==> config.mk <==
export PLATFORM = sky130hd
export DESIGN_NAME = hour_counter
export DESIGN_NICKNAME = d
export VERILOG_FILES = /design/src/rtl/hour_counter_pkg.sv /design/src/rtl/hour_counter_key_debounce.sv /design/src/rtl/hour_counter.sv
export SDC_FILE = /design/constraint.sdc
export NUM_CORES = 1
export LEC_CHECK = 0
export BUFFER_PORTS_ARGS = -buffer_cell sky130_fd_sc_hd__buf_2
export CAP_MARGIN = 25
export CORE_MARGIN = 2
export CORE_UTILIZATION = 55
export CTS_CLUSTER_SIZE = 40
export DETAILED_ROUTE_END_ITERATION = 8
export PLACE_DENSITY = 0.83
export SLEW_MARGIN = 20
export SYNTH_ARGS = -nofsm -noshare
export SYNTH_HDL_FRONTEND = slang
export SYNTH_SLANG_ARGS = --single-unit
==> constraint.sdc <==
create_clock -name clk -period 3.9 [get_ports clk]
set_input_delay 0.78 -clock clk [delete_from_list [all_inputs] [get_ports clk]]
set_output_delay 0.78 -clock clk [all_outputs]
set_load 0.005 [all_outputs]
==> src/rtl/hour_counter_pkg.sv <==
// Shared time-of-day constants and types used by the second, minute and hour
// counters.
package hour_counter_pkg;

  localparam int unsigned HOURS_PER_DAY           = 24;
  localparam int unsigned MAX_HOUR                = HOURS_PER_DAY - 1;
  localparam int unsigned DEBOUNCE_CYCLES_DEFAULT = 1000000;

  typedef logic [3:0] bcd_digit_t;
  typedef logic [4:0] hour_t;

endpackage

==> src/rtl/hour_counter_key_debounce.sv <==
// Key conditioning for a raw active-low push button: 2-flop synchronizer,
// stability timer and a single-cycle press pulse on the debounced 1->0 edge.
module key_debounce
  import hour_counter_pkg::*;
#(
  parameter int unsigned DEBOUNCE_CYCLES = DEBOUNCE_CYCLES_DEFAULT
) (
  input  logic clk,
  input  logic reset,
  input  logic key_n,
  output logic press
);

  localparam int unsigned CNT_W = (DEBOUNCE_CYCLES > 1) ? $clog2(DEBOUNCE_CYCLES) : 1;
  localparam logic [CNT_W-1:0] RELOAD = CNT_W'(DEBOUNCE_CYCLES - 1);

  logic             key_meta;
  logic             key_sync;
  logic             key_level;
  logic [CNT_W-1:0] cnt;

  // Bring the asynchronous key into the clk domain; released level is 1.
  always_ff @(posedge clk or negedge reset) begin
    if (!reset) begin
      key_meta <= 1'b1;
      key_sync <= 1'b1;
    end else begin
      key_meta <= key_n;
      key_sync <= key_meta;
    end
  end

  // Down-counter restarts whenever the sample agrees with the accepted level;
  // the level flips on the DEBOUNCE_CYCLES-th consecutive disagreeing sample.
  always_ff @(posedge clk or negedge reset) begin
    if (!reset) begin
      key_level <= 1'b1;
      cnt       <= RELOAD;
      press     <= 1'b0;
    end else begin
      press <= 1'b0;
      if (key_sync == key_level) begin
        cnt <= RELOAD;
      end else if (cnt == '0) begin
        key_level <= key_sync;
        cnt       <= RELOAD;
        press     <= ~key_sync;
      end else begin
        cnt <= cnt - 1'b1;
      end
    end
  end

endmodule

==> src/rtl/hour_counter.sv <==
// Hour-of-day counter (0-23) driven by the minute carry, with debounced
// add/reduce keys, optional 12-hour display and a day rollover pulse.
module hour_counter
  import hour_counter_pkg::*;
#(
  parameter int unsigned DEBOUNCE_CYCLES = DEBOUNCE_CYCLES_DEFAULT,
  parameter int unsigned RESET_HOUR      = 23
) (
  input  logic       clk,
  input  logic       reset,
  input  logic       min_carry,
  input  logic       hour_add_n,
  input  logic       hour_reduce_n,
  input  logic       mode_12h,
  output bcd_digit_t hour_tens,
  output bcd_digit_t hour_ones,
  output logic       pm,
  output logic       day_carry
);

  localparam hour_t LAST_HOUR = hour_t'(MAX_HOUR);

  hour_t hours, hours_nxt;
  hour_t disp;
  logic  min_carry_prev;
  logic  add_press, red_press;
  logic  add_pend, red_pend, add_pend_nxt, red_pend_nxt;
  logic  day_carry_nxt;
  logic  carry_evt, add_req, red_req, do_inc, do_dec;

  key_debounce #(.DEBOUNCE_CYCLES(DEBOUNCE_CYCLES)) u_add_deb (
    .clk   (clk),
    .reset (reset),
    .key_n (hour_add_n),
    .press (add_press)
  );

  key_debounce #(.DEBOUNCE_CYCLES(DEBOUNCE_CYCLES)) u_red_deb (
    .clk   (clk),
    .reset (reset),
    .key_n (hour_reduce_n),
    .press (red_press)
  );

  // Arbitrate carry > add > reduce; a losing key press waits in its pending slot.
  always_comb begin
    carry_evt     = min_carry & ~min_carry_prev;
    add_req       = add_press | add_pend;
    red_req       = red_press | red_pend;
    hours_nxt     = hours;
    add_pend_nxt  = add_req;
    red_pend_nxt  = red_req;
    day_carry_nxt = 1'b0;
    do_inc        = 1'b0;
    do_dec        = 1'b0;
    if (carry_evt) begin
      do_inc = 1'b1;
    end else if (add_req) begin
      do_inc       = 1'b1;
      add_pend_nxt = 1'b0;
    end else if (red_req) begin
      do_dec       = 1'b1;
      red_pend_nxt = 1'b0;
    end
    if (do_inc) begin
      if (hours == LAST_HOUR) begin
        hours_nxt     = '0;
        day_carry_nxt = 1'b1;
      end else begin
        hours_nxt = hours + 1'b1;
      end
    end else if (do_dec) begin
      hours_nxt = (hours == '0) ? LAST_HOUR : hours - 1'b1;
    end
  end

  // Hour state, pending slots and rollover pulse.
  always_ff @(posedge clk or negedge reset) begin
    if (!reset) begin
      hours          <= hour_t'(RESET_HOUR);
      min_carry_prev <= 1'b0;
      add_pend       <= 1'b0;
      red_pend       <= 1'b0;
      day_carry      <= 1'b0;
    end else begin
      hours          <= hours_nxt;
      min_carry_prev <= min_carry;
      add_pend       <= add_pend_nxt;
      red_pend       <= red_pend_nxt;
      day_carry      <= day_carry_nxt;
    end
  end

  // Display value (12-hour folding) and BCD split; purely a view of hours.
  always_comb begin
    disp = hours;
    if (mode_12h) begin
      if (hours == '0) begin
        disp = hour_t'(12);
      end else if (hours > hour_t'(12)) begin
        disp = hours - hour_t'(12);
      end
    end
    if (disp >= hour_t'(20)) begin
      hour_tens = bcd_digit_t'(2);
      hour_ones = bcd_digit_t'(disp - hour_t'(20));
    end else if (disp >= hour_t'(10)) begin
      hour_tens = bcd_digit_t'(1);
      hour_ones = bcd_digit_t'(disp - hour_t'(10));
    end else begin
      hour_tens = bcd_digit_t'(0);
      hour_ones = bcd_digit_t'(disp);
    end
    pm = (hours >= hour_t'(12));
  end

endmodule

==> results of run 1 <==
where the power goes:
part / leakage (nW) / internal, mW / switching, mW / total [mW]
Sequential: 0.674 / 0.642 / 0.0547 / 0.697
Combinational: 0.658 / 0.235 / 0.300 / 0.535
Clock: 0.103 / 0.330 / 0.236 / 0.566
Total: 1.43 / 1.21 / 0.591 / 1.80
what timing repair did:
item,CTS,global route
endpoints found under the setup margin,2,3
resized for setup,2,8
pin swaps,0,1
buffers inserted,0,3
hold buffers,0,0
cell families after synthesis:
group / after synthesis
AND/OR/NAND/NOR: 144
flip-flops: 57
AO/OA/AOI/OAI: 43
XOR/XNOR: 35
buffers and inverters: 21
adder cells (fa/ha/maj): 11
multiplexers: 5
other: 1
layout by cell type (no fill, tap or decap), types with 3 or more instances in the layout:
master and instances:
buf_4 4, nand3_1 10, dfstp_2 34, nor3_2 3, nor2_1 31, ha_1 9, mux2_1 3, xnor2_1 16
inv_1 9, nand4_1 4, o21ai_0 7, nand2b_1 3, nor4b_1 3, o211ai_1 6, a21oi_1 8, o21ai_1 3
inv_2 3, xor2_1 19, nand2_1 37, clkbuf_8 11, nand3b_1 5, dfrtp_1 22, buf_2 13, nor2b_1 3
nor4_4 3, nand4b_1 3, or4_4 3, or3_1 3, nor3_1 10
stage by stage:
step	std cells	setup slack [ns]
floorplan	318	0.461
global placement	395	0.461
detailed placement	395	0.343
CTS	411	0.0259
global route	414	-0.00267
finish	414	0.170
flip-flops by register name, summed over array words and instances (netlist names):
register and count:
add_pend 1, day_carry 1, hours 5, min_carry_prev 1, red_pend 1, u_add_deb.cnt 20
u_add_deb.key_level 1, u_add_deb.key_meta 1, u_add_deb.key_sync 1, u_add_deb.press 1, u_red_deb.cnt 20, u_red_deb.key_level 1
u_red_deb.key_meta 1, u_red_deb.key_sync 1, u_red_deb.press 1
per-layer routing:
metal | routed length [µm] | up-vias
met5 | 0 | -
met4 | 116 | 0
met3 | 233 | 12
met2 | 2950 | 55
met1 | 2760 | 1147
li1 | - | 1150
final timing paths:
| check | startpoint | to | cells after the start |
|---|---|---|---|
| worst min-delay path | u_add_deb.key_meta | u_add_deb.key_sync | 0 |
| worst max-delay path | hours[2] | hour_ones[1] | 13 |
| min in group asynchronous | reset | day_carry | 1 |
| worst max register to register | u_red_deb.cnt[0] | u_red_deb.cnt[16] | 7 |
| max in group asynchronous | reset | u_red_deb.cnt[16] | 2 |
| worst min register to register | u_add_deb.key_meta | u_add_deb.key_sync | 0 |
layout make-up:
class                   instances  area, µm²
fillers                       439       1990
multi-input cells             240       1680
flip-flops and latches         57       1470
clock buffers                  12        155
repair buffers                 17       95.1
well taps                      72       90.1
clock inverters                 4       51.3
inverters                      12       45.0
==> results.ini, run 1 <==
[run_status]
status=complete, no violations

[sta]
clock_skew_ns=0.0104
period_share=0.956
slew_headroom=0.497
min_period_ns=3.73
timing.setup.tns_ns=0
hold_viol=0
setup_viol=0
worst_pin_slew_ns=0.754
max_freq_ghz=0.268
holdWs_ns=0.356
slew_violations=0

[worst_setup_path]
worstPathMaxFanout=8
timing.critical_path.buf_inv=3
cpMaxStageDelayCell=dfstp_2
crit_type=reg -> out
startpoint_type=flip-flop
cp.required_ns=3.12
crit_path_end_kind=output port
worstPathArrival_ns=2.95
max_stage_delay_ns=0.60
crit_family=simple AND/OR/NAND/NOR gates
reg2reg_slack_ns=1.82
path_cells=inv_2 > ha_2 > and3b_2 > and2_4 > nor2_2 > inv_1 > ha_1 > nand2_1 > nand2_1 > or3_1 > o211ai_1 > o211ai_1 > buf_2

[synthesis]
netlist_area_mm2=0.00320
synth_fa_ha_area_frac=0.0430
yosysMostFrequentCell=nand2_1
synth_edf_count=0
synth_commonest_cells=nand2_1, dfstp_2, nor2_1
synth-simple-area-share=0.261
synthMuxAreaShare=0.0168
synthArstFlopShare=1.00
synth-main-ff-cell=dfstp_2
yosys.area.top_type_share=0.279
synthCells=317
synth-compound-area-share=0.0937
yosysSeqAreaShare=0.458
synth_xor_area_frac=0.0957
syn_avg_cell_area_um2=10.1
ys_ff_latch=57
synth_area_leaders=dfstp_2, dfrtp_1, xor2_1
synth_cell_types=62
yosysTopAreaCell=dfstp_2
yosysWarningCount=0
synth_top_family_by_area=simple AND/OR/NAND/NOR gates

[placement]
dpl-instance-area_mm2=0.00332
dp_hpwl_mm=3.93
portBuffers=13
globalplace.congestion=0.820

[cts]
clock_latency_ns=0.35
clkSinkCount=57
clockBufferDepth=2
root_buffer=clkbuf_8
cts_buffers=9
cts_tree=done
path_clk_slew_ns=0.07
htree_levels=3

[floorplan]
io_pins=16
core-area_mm2=0.00557
num_rows=27
dieArea_mm2=0.00645
die_w_um=80.3
start_util=0.575
fp.dieH_um=80.3

[drt]
viasPerCell=5.71
wl_per_cell_um=14.6
drc=0
vias=2364
routed_wirelength_mm=6.06
first_pass_iters=4
drtIter0Drc=103
drtAntennaViolNets=0

[global_route]
grt_pass1_wl_mm=10.4
globalRouteMet2Util=0.344
use_met1=0.254
met3_usage=0.0551
antenna_found_initial=0
busiest_layer=met2
overflow=0
grt_max_degree=37
grt_pass1_vias=2345
track_usage=0.208

[finish]
fin_util=0.643
post-route-cell-area_mm2=0.00358
final_nets=354
drive_gt1_frac=0.278
areaGrowthSynthToFinish_pct=11.8
diodes=0

[power_and_ir_drop]
cellPowerDensity_mw_per_mm2=502
leakage_nw=1.43
finalPower_mw=1.80
ir_worst_vdd_uv=350

[min_path]
hold_class=reg -> reg

[job]
cap_violations=0

Note: power is estimated with default switching activity, not from simulation.
==> run 2, diff against run 1 <==
--- a/config.mk
+++ b/config.mk
@@ -11,7 +11,7 @@
 export CORE_UTILIZATION = 55
 export CTS_CLUSTER_SIZE = 40
 export DETAILED_ROUTE_END_ITERATION = 8
-export PLACE_DENSITY = 0.83
+export PLACE_DENSITY = 0.73
 export SLEW_MARGIN = 20
 export SYNTH_ARGS = -nofsm -noshare
 export SYNTH_HDL_FRONTEND = slang
==> run 2 against run 1 <==
  * Register-to-register slack gained 0.06 ns
  * Clock skew grew 0.0023 ns
  * Combinational power shrank 0.7%
  * Die area is the same
  * Largest cell class unchanged
  * Count of clock-buffer cells in the layout shrank 2
  * Utilization shrank 0.16 points
==> results.ini, run 2 (synthesis gave the netlist of run 1 again) <==
[worst_setup_path]
cpMaxStageDelayCell=dfstp_2
crit_path_end_kind=output port
worstPathMaxFanout=5
crit_type=reg -> out
cp.required_ns=3.12
startpoint_type=flip-flop
max_stage_delay_ns=0.59
path_cells=inv_2 > ha_2 > and3b_2 > and2_2 > nor2_2 > inv_1 > ha_1 > nand2_1 > nand2_1 > or3_4 > o211ai_1 > o211ai_1 > buf_2
worstPathArrival_ns=2.94

[finish]
fill_cells=474
most-common-layout-cells=nand2_1, dfstp_2, nor2_1
stdcell_count=417
areaGrowthSynthToFinish_pct=11.5
top_regs=u_add_deb.cnt: 20 flops, u_red_deb.cnt: 20 flops, hours: 5 flops
final_nets=357
final_common_cell=nand2_1
drive_gt1_frac=0.287
diodes=0
post-route-cell-area_mm2=0.00357

[sta]
max_freq_ghz=0.269
worst_pin_slew_ns=0.768
setup_viol=0
rsz0062_at_grt=no
min_period_ns=3.72
slew_headroom=0.488
hold_viol=0
timing.setup.tns_ns=0
period_share=0.955
slew_violations=0
clock_skew_ns=0.0127

[global_route]
track_usage=0.196
overflow=0
grt_max_degree=38
grt_pass1_wl_mm=9.92
grt_pass1_vias=2266
antenna_found_initial=0

[run_status]
status=complete, no violations

[drt]
routed_wirelength_mm=5.59
first_pass_iters=4
wl_per_cell_um=13.4
drtAntennaViolNets=0
drtIter0Drc=124
drc=0
vias=2309
viasPerCell=5.54

[cts]
path_clk_slew_ns=0.07
cts_tree=done
cts_buffers=9
htree_levels=3
clock_latency_ns=0.33
clockBufferDepth=2
root_buffer=clkbuf_8
clkSinkCount=57

[floorplan]
die_w_um=80.3
fp.dieH_um=80.3
io_pins=16
num_rows=27
dieArea_mm2=0.00645
start_util=0.575
core-area_mm2=0.00557

[power_and_ir_drop]
leakage_nw=1.43
cellPowerDensity_mw_per_mm2=479
ir_worst_vdd_uv=292

[placement]
globalplace.congestion=0.903
portBuffers=13
dpl-instance-area_mm2=0.00333
placed_cells=396
dp_hpwl_mm=3.92

[job]
cap_violations=0

[min_path]
hold_class=reg -> reg

## run 2: cell count changes in the layout (fill, tap and decap cells not counted), sizes merged
cell / delta
buf: +3
clkinvlp: +2
clkbuf: -2
inv: +1
bufinv: -1
## run 2: final timing paths
path                                    start            endpoint  slack (ns)  cells after the start
min reg2reg                u_red_deb.key_meta  u_red_deb.key_sync        0.36                      0
max in group asynchronous               reset            hours[1]        2.56                      2
min                        u_red_deb.key_meta  u_red_deb.key_sync        0.36                      0
max reg2reg                  u_red_deb.cnt[0]   u_red_deb.cnt[16]        1.88                      7
min in group asynchronous               reset   u_add_deb.cnt[11]        0.51                      1
max                                  hours[2]        hour_ones[1]        0.18                     13
## run 2: per-stage QoR
step / hold slack [ns] / util / setup slack [ns] / total power [mW]
2_1_floorplan: 0.345 / - / 0.461 / 1.04
3_3_place_gp: 0.346 / 0.597 / 0.443 / 1.16
3_5_place_dp: 0.349 / 0.597 / 0.335 / 1.17
4_1_cts: 0.359 / 0.629 / 0.0692 / 1.67
5_1_grt: 0.360 / 0.641 / 0.0208 / 1.82
6_report: 0.357 / 0.641 / 0.177 / 1.71
## run 2: area by class of cell
| type | instances | area (µm²) | share of cell area |
|---|---|---|---|
| clock buffers | 10 | 138 | 0.0385 |
| repair buffers | 20 | 118 | 0.0329 |
| multi-input cells | 240 | 1670 | 0.468 |
| well taps | 72 | 90.1 | 0.0252 |
| clock inverters | 6 | 41.3 | 0.0116 |
| flip-flops and latches | 57 | 1470 | 0.411 |
| inverters | 12 | 45.0 | 0.0126 |
## run 2: report_power, final
part           internal (mW)  switching, mW
Clock                  0.247          0.242
Combinational          0.246          0.284
Sequential             0.642         0.0498
Total                   1.13          0.576
## run 2: repair_timing
item	4_1_cts	5_1_grt
gates resized for setup	1	9
pin swaps	0	0
buffers inserted	0	5
setup endpoints to repair	1	2
hold buffers	0	0
cloned	0	0
## run 2: per-layer routing
metal,part of all wire,GRT usage
met5,0,0
met3,0.043,0.0573
met4,0.0079,0.0525
met2,0.48,0.323
met1,0.47,0.252
## run 2: worst max-delay path: cells and delay by family (launching register included)
kind | cells | cell delay [ns]
AO/OA/AOI/OAI | 2 | 0.27
adder cells (fa/ha/maj) | 2 | 0.38
AND/OR/NAND/NOR | 6 | 1.11
flip-flops | 1 | 0.59
buffers and inverters | 3 | 0.26
